## src/rtl/debounce_bank.sv

```systemverilog
// -----------------------------------------------------------------------------
// debounce_bank
//   Multi-channel debouncer for front-panel buttons and switches. Every channel
//   is independent and has:
//     - a 2-flop synchroniser on the raw input,
//     - a stability counter that accepts a new level only after DB_CYCLES
//       consecutive cycles of disagreement,
//     - single-cycle rise/fall pulses aligned with the level change,
//     - a press FSM that emits one hold pulse HOLD_CYCLES after the press edge
//       and then, if REPEAT_EN, a repeat pulse every REPEAT_CYCLES.
//
// Ports
//   clk    in   1         system clock
//   rst_n  in   1         asynchronous active-low reset
//   src    in   CHANNELS  raw asynchronous inputs
//   level  out  CHANNELS  debounced level
//   rise   out  CHANNELS  1-cycle pulse, level 0->1
//   fall   out  CHANNELS  1-cycle pulse, level 1->0
//   hold   out  CHANNELS  1-cycle pulse, pressed for HOLD_CYCLES
//   rpt    out  CHANNELS  1-cycle auto-repeat pulse while held
// -----------------------------------------------------------------------------
module debounce_bank #(
  parameter int CHANNELS      = 5,
  parameter int DB_CYCLES     = 1_000_000,
  parameter int HOLD_CYCLES   = 50_000_000,
  parameter int REPEAT_CYCLES = 10_000_000,
  parameter bit REPEAT_EN     = 1'b1,
  parameter bit PRESS_LEVEL   = 1'b1
) (
  input  logic                clk,
  input  logic                rst_n,
  input  logic [CHANNELS-1:0] src,
  output logic [CHANNELS-1:0] level,
  output logic [CHANNELS-1:0] rise,
  output logic [CHANNELS-1:0] fall,
  output logic [CHANNELS-1:0] hold,
  output logic [CHANNELS-1:0] rpt
);

  localparam int HC_MAX = (HOLD_CYCLES > REPEAT_CYCLES) ? HOLD_CYCLES : REPEAT_CYCLES;
  localparam int DC_W   = $clog2(DB_CYCLES) + 1;
  localparam int HC_W   = $clog2(HC_MAX) + 1;

  localparam logic [DC_W-1:0] DB_LAST   = DC_W'(DB_CYCLES - 1);
  localparam logic [HC_W-1:0] HOLD_LAST = HC_W'(HOLD_CYCLES - 1);
  localparam logic [HC_W-1:0] RPT_LAST  = HC_W'(REPEAT_CYCLES - 1);

  // Released level: what the sync flops and level hold out of reset, so that
  // reset release never looks like an edge.
  localparam logic IDLE_LEVEL = ~PRESS_LEVEL;

  typedef enum logic [1:0] {
    IDLE,
    WAIT_HOLD,
    REPEAT,
    LATCHED
  } state_e;

  for (genvar i = 0; i < CHANNELS; i++) begin : g_ch
    logic            s0_q, s1_q;
    logic            level_q, level_d;
    logic            rise_q, rise_d, fall_q, fall_d;
    logic            hold_q, hold_d, rpt_q, rpt_d;
    logic [DC_W-1:0] dc_q, dc_d;
    logic [HC_W-1:0] hc_q, hc_d;
    state_e          state_q, state_d;
    logic            accept;
    logic            press_edge, release_edge;

    // Debounce: count consecutive cycles where the synchronised input
    // disagrees with the accepted level; any agreement restarts the count.
    always_comb begin
      // NOTE: every combinational output gets a default first so that no path
      // leaves it unassigned, which would otherwise infer a latch.
      dc_d    = dc_q;
      level_d = level_q;
      rise_d  = 1'b0;
      fall_d  = 1'b0;
      accept  = 1'b0;
      if (s1_q == level_q) begin
        dc_d = '0;
      end else if (dc_q == DB_LAST) begin
        accept  = 1'b1;
        level_d = s1_q;
        dc_d    = '0;
        rise_d  = s1_q;
        fall_d  = ~s1_q;
      end else begin
        dc_d = dc_q + DC_W'(1);
      end
    end

    // Edges are taken from the acceptance event itself, so the FSM moves on
    // the same clock edge that updates level.
    assign press_edge   = accept && (s1_q == PRESS_LEVEL);
    assign release_edge = accept && (s1_q != PRESS_LEVEL);

    // Press FSM. A release edge overrides everything, including a hold/rpt
    // that would otherwise fire on that same edge.
    always_comb begin
      state_d = state_q;
      hc_d    = hc_q;
      hold_d  = 1'b0;
      rpt_d   = 1'b0;
      if (release_edge) begin
        state_d = IDLE;
        hc_d    = '0;
      end else begin
        unique case (state_q)
          IDLE: begin
            if (press_edge) begin
              state_d = WAIT_HOLD;
              hc_d    = '0;
            end
          end
          WAIT_HOLD: begin
            if (hc_q == HOLD_LAST) begin
              hold_d  = 1'b1;
              hc_d    = '0;
              state_d = REPEAT_EN ? REPEAT : LATCHED;
            end else begin
              hc_d = hc_q + HC_W'(1);
            end
          end
          REPEAT: begin
            if (hc_q == RPT_LAST) begin
              rpt_d = 1'b1;
              hc_d  = '0;
            end else begin
              hc_d = hc_q + HC_W'(1);
            end
          end
          LATCHED: ;
          default: begin
            state_d = IDLE;
            hc_d    = '0;
          end
        endcase
      end
    end

    // NOTE: sequential state uses non-blocking assignments so every flop
    // samples the pre-edge values, independent of statement order.
    always_ff @(posedge clk or negedge rst_n) begin
      if (!rst_n) begin
        s0_q    <= IDLE_LEVEL;
        s1_q    <= IDLE_LEVEL;
        level_q <= IDLE_LEVEL;
        dc_q    <= '0;
        hc_q    <= '0;
        state_q <= IDLE;
        rise_q  <= 1'b0;
        fall_q  <= 1'b0;
        hold_q  <= 1'b0;
        rpt_q   <= 1'b0;
      end else begin
        s0_q    <= src[i];
        s1_q    <= s0_q;
        level_q <= level_d;
        dc_q    <= dc_d;
        hc_q    <= hc_d;
        state_q <= state_d;
        rise_q  <= rise_d;
        fall_q  <= fall_d;
        hold_q  <= hold_d;
        rpt_q   <= rpt_d;
      end
    end

    assign level[i] = level_q;
    assign rise[i]  = rise_q;
    assign fall[i]  = fall_q;
    assign hold[i]  = hold_q;
    assign rpt[i]   = rpt_q;
  end

endmodule

```

## config.mk

```make
export PLATFORM = sky130hd
export DESIGN_NAME = debounce_bank
export DESIGN_NICKNAME = d
export VERILOG_FILES = /design/src/rtl/debounce_bank.sv
export SDC_FILE = /design/constraint.sdc
export NUM_CORES = 1
export LEC_CHECK = 0
export BUFFER_PORTS_ARGS = -buffer_cell sky130_fd_sc_hd__buf_4
export CAP_MARGIN = 40
export CORE_MARGIN = 4
export CORE_UTILIZATION = 40
export DETAILED_ROUTE_END_ITERATION = 7
export MAX_ROUTING_LAYER = met4
export PLACE_DENSITY_LB_ADDON = 0.1
export SYNTH_ARGS = -nofsm -noshare
export SYNTH_HDL_FRONTEND = slang
export SYNTH_SLANG_ARGS = --single-unit
```

## constraint.sdc

```tcl
create_clock -name clk -period 2.6 [get_ports clk]
set_input_delay 0.65 -clock clk [delete_from_list [all_inputs] [get_ports clk]]
set_output_delay 0.65 -clock clk [all_outputs]
set_load 0.05 [all_outputs]
```

# == Word-level counts from Yosys, hierarchy flattened ==
# Index checks and enable logic that the tools add are counted.
# classes
n_reduce_logical,40
addsub,10
bitwise_logic,10
n_eq_ne,40
n_mux,115
# op_table
operator,count
2-to-1 mux 27 bit,20
one-hot mux 27 bit (3 select lines),5
2-to-1 mux 21 bit,10
"adder 27 x 1 -> 27 bit, second input constant",5
"equality test 27 x 24 -> 1 bit, second input constant",5
"equality test 27 x 26 -> 1 bit, second input constant",5
"adder 21 x 1 -> 21 bit, second input constant",5
"equality test 21 x 20 -> 1 bit, second input constant",5
2-to-1 mux 1 bit,60
2-to-1 mux 2 bit,15
"!= test 3 bit, second input constant",10
one-hot mux 2 bit (2 select lines),5
AND reduction 2 bit,10
nonzero test 4 bit,5
AND reduction 3 bit,5
nonzero test 3 bit,5
"equality test 2 x 1 -> 1 bit, second input constant",5
"equality test 2 bit, second input constant",5
logical AND 1 bit,10
zero test 2 bit,5
NOT 1 bit,10
equality test 1 bit,5
# word_totals
reg_bits,285
in_bits,7

# == Logic depth before layout (Yosys ltp) ==
# depth
depth_word,7
ltp_mapped,10
ltp_nobuf,8

# == Worst setup path before layout ==
# OpenSTA, ideal clock, no wires.
# synth_path
path_kind,register to register
start,register g_ch[4].hc_q[24]
end,register g_ch[4].hc_q[11]
synth_period_minus_slack_ps,2577
stages_incl_launch_ff,8
path_buffers,1
required_ps,2476
arrival_time_ps,2453
slack_ps,23
path_cell_list,dfrtp_1 > or4_1 > or4_4 > o41ai_2 > a211o_2 > buf_4 > nor4_1 > a211o_1
# synth_between
elab_chain_cells,4
elab_cells_between_ends,6
classes_between,2 x eq/ne; 4 x mux
# synth_rtl
item,line,text
start: declaration,65,"logic [HC_W-1:0] hc_q, hc_d;"
start signal: assignment,150,hc_q <= '0;
start signal: assignment,161,hc_q <= hc_d;
equality test 27 x 24 -> 1 bit or equality test 27 x 26 -> 1 bit (tied branches),"126, 117",
2-to-1 mux 27 bit (on tied branches),"126, 117",
one-hot mux 27 bit (3 select lines) (*),109,unique case (state_q)
2-to-1 mux 27 bit (*),105,if (release_edge) begin
# Every way passes the cells marked *; elsewhere a longest branch is shown, timed or not.
# A chain may end at the register's enable or synchronous reset.

# == Worst setup path after layout ==
# layout_path
start,register g_ch[4].hc_q[24]
end,register g_ch[4].hc_q[2]
# Same word-level chain as after synthesis.

==> summary.md <==
| Metric | Value |
|---|---|
| Status | `finished, final reports clean` |
| Grt total ovfl | `0` |
| Most frequent cells in the layout | `dfrtp_1, nand2_1, nand3_1` |
| Max-slew headroom | `61.4%` |
| Actual slew at the worst max-slew pin | `0.564 ns` |
| XOR/XNOR share of the synthesized area | `under 10%` |
| Die height | `204 um` |
| Nets | `1,811` |
| Final Cycle Share | `96.0%` |
| Core Util, Final | `47.7%` |
| Post-synth EDFFs | `0` |
| Most common cell after layout, fill and taps aside | `dfrtp_1` |
| Initial antenna violation count | `0` |
| Max-slew violations | `0` |
| Simple-gate area share of the yosys netlist | `28.8%` |
| Setup Skew | `approximately 0.012 ns` |
| Num rows | `71` |
| Post-route insts no fill | `2,315` |
| Die ar. | `between 40,000 and 50,000 um2` |
| Syn Inst Count | `1,684` |
| Setup ws final | `0.103 ns` |
| H-tree level count | `2` |
| Synth Area in Adders | `roughly 2.0%` |
| Vias after detailed routing | `12,533` |
| Drt first-iter violations | `722` |
| Core area | `37,700 um2` |
| Critical Path Source Type | `flip-flop` |
| Power density over the cells | `roughly 520 nW/um2` |
| Syn. warnings | `0` |
| Total Wirelength | `about 35,000 um` |
| Worst vdd ir | `approximately 330 uV` |
| Critical path required time | `3.02 ns` |
| Ant diodes | `0` |
| Num CTS Buffers | `35` |
| Post-synth ARST share | `100%` |
| Residual DRC | `0` |
| Placed Area | `16,700 um2` |
| GR Util All Layers | `17.6%` |
| Compound-gate portion of the synthesized area | `12.1%` |
| Vias/cell | `5.41` |
| LEAKAGE | `7.40 nW` |
| Distinct cells, synth | `71` |
| Drt pass-1 iters | `5` |
| Final Wtd Congestion | `0.825` |
| Root Buffer | `clkbuf_16` |
| Worst skew pair latency | `approximately 0.54 ns` |
| Die width | `204 um` |
| Synth Flop Type | `dfrtp_1` |
| FMAX | `0.401 GHz` |
| WP data arrival | `2.92 ns` |
| Vias in the first global route | `12,358` |
| Hpwl dp | `23,200 um` |
| Area growth, synth to finish | `17.4%` |
| Reg clk slew, reported paths | `0.06 ns` |
| Hold Crit Class | `in -> reg` |
| Crit path max fanout | `11` |
| DP Cell Count | `2,245` |
| Syn_nets | `approximately 1,700` |
| IO Count | `32` |
| # setup viols final | `0` |
| Pin count of the biggest net entering global routing | `77` |
| Post-synthesis mux area share | `less than 1%` |
| Filler Cells Inserted | `approximately 3,600` |
| Post-place setup slack | `-0.0790 ns` |
| Largest family of logic cells by synthesized area | `simple AND/OR/NAND/NOR gates` |
| Syn_area_per_cell | `9.08 um2` |
| Final Hold Viols | `0` |
| CTS Buffer Depth | `3` |
| Synthesized cell area | `about 15,000 um2` |
| CP Capture Type | `flip-flop` |
| Register area share after synthesis | `46.6%` |
| First-pass GRT wire length | `60,900 um` |
| Setup CP Type | `reg -> reg` |
| Remaining antenna violation count | `0` |
| Initial Util | `about two fifths` |
| Layout cells sized above 1 | `approximately an eighth` |
| Wirelength per Cell | `15.0 um` |
| Maxcap violations | `0` |
| TritonCTS clock tree | `yes` |
| CTS sink cnt | `roughly 290` |
| Yosys reg bits | `around 290` |
| Final Cell Area | `18,000 um2` |
| IO buf count | `31` |
| Post-layout min period | `2.50 ns` |
-- synth_stat cells, drive strengths merged, types with 4 or more instances --
| cell | count | area (um2) |
|---|---|---|
| xnor2 | 45 | 394 |
| o31ai | 30 | 225 |
| and4 | 11 | 96.3 |
| o211ai | 10 | 75.1 |
| or4b | 4 | 40.0 |
| or4 | 26 | 199 |
| and2 | 28 | 175 |
| o21ai | 46 | 230 |
| nor4b | 11 | 96.3 |
| o21a | 5 | 37.5 |
| a22oi | 18 | 135 |
| dfrtp | 285 | 7130 |
| nor2b | 18 | 113 |
| or3 | 23 | 144 |
| nand4 | 53 | 332 |
| and3 | 41 | 257 |
| nor3b | 10 | 75.1 |
| mux2 | 4 | 45.0 |
| nor4 | 30 | 194 |
| a21o | 4 | 30.0 |
| o22ai | 6 | 37.5 |
| o311ai | 44 | 385 |
| o41a | 4 | 45.0 |
| nand2 | 191 | 717 |
| a31oi | 26 | 163 |
| xor2 | 50 | 438 |
| nor4bb | 4 | 40.0 |
| nand3 | 183 | 916 |
| buf | 31 | 220 |
| nor2 | 163 | 612 |
| nand2b | 12 | 75.1 |
| clkbuf | 56 | 210 |
| inv | 66 | 248 |
| a21oi | 29 | 145 |
| nor3 | 29 | 150 |
| ha | 25 | 313 |
| o41ai | 14 | 138 |
| and4b | 4 | 40.0 |
| or2 | 11 | 68.8 |
-- layout make-up --
class | count | area (um2) | area share [%]
Timing Repair Buffer | 144 | 1210 | 6.75
Sequential cell | 285 | 7130 | 39.7
Tap cell | 511 | 639 | 3.56
Clock buffer | 53 | 1030 | 5.76
Inverter | 66 | 248 | 1.38
Clock inverter | 9 | 56.3 | 0.314
Multi-Input combinational cell | 1247 | 7630 | 42.5
-- routing by layer --
layer	vias to the layer above	wire [um]	track usage (%)
met5	-	0	-
met4	0	726	5.11
met3	57	1020	2.53
met2	137	15900	27.7
met1	6035	17100	24.0
li1	6304	-	-
-- critical path: stages, from the launching register on --
cell and delay (ns):
dfrtp_1 0.37, or4_1 0.52, or4_4 0.54, o41ai_4 0.33, a21oi_2 0.17, buf_4 0.21, a21oi_1 0.15, o22ai_1 0.09
-- through the flow --
| stage | hold WS (ns) | setup TNS [ns] | power (mW) |
|---|---|---|---|
| 6_report | 0.215 | 0 | 9.35 |
| 5_1_grt | 0.190 | -0.0905 | 9.76 |
| 4_1_cts | 0.180 | 0 | 9.54 |
| 3_5_place_dp | 0.335 | -0.313 | 4.77 |
| 3_3_place_gp | 0.335 | -0.0144 | 4.77 |
| 2_1_floorplan | 0.331 | 0 | 4.62 |
-- kinds of logic after synthesis --
logic type / Yosys count
simple gates: 860
buf+inv: 153
compound gates: 259
flops: 285
mux: 7
fa+ha+maj: 25
xor+xnor: 95
-- worst paths after layout --
check                                       from               end  slack [ns]  cells past startpoint
worst max-delay path            g_ch[4].hc_q[24]   g_ch[4].hc_q[2]        0.10                      7
worst min-delay path                      src[1]      g_ch[1].s0_q        0.22                      1
worst max register to register  g_ch[4].hc_q[24]   g_ch[4].hc_q[2]        0.10                      7
worst min register to register      g_ch[4].s0_q      g_ch[4].s1_q        0.34                      0
max in group asynchronous                  rst_n  g_ch[3].hc_q[16]        1.28                      3
min in group asynchronous                  rst_n   g_ch[1].hc_q[6]        0.59                      2
-- registers in the layout, indices dropped and copies added, names as in the netlist --
name          cells
g_ch.rpt_q        5
g_ch.s0_q         5
g_ch.state_q     10
g_ch.hold_q       5
g_ch.dc_q       105
g_ch.level_q      5
g_ch.s1_q         5
g_ch.hc_q       135
g_ch.fall_q       5
g_ch.rise_q       5
-- report_power, final --
group	internal (mW)	leakage [nW]	switching (mW)	total, mW
registers	4.46	3.95	0.0224	4.49
logic	0.0553	2.90	0.142	0.197
clock network	2.75	0.544	1.92	4.66
total	7.27	7.40	2.08	9.35
-- timing repair --
action	4_1_cts	5_1_grt
setup endpoints to repair	15	76
pin swaps	4	4
setup buffers	4	2
cloned	1	0
gates resized for setup	3	21
hold endpoints to repair	31	0
hold buffers	1	0
Power figures use the tool's default switching activity.
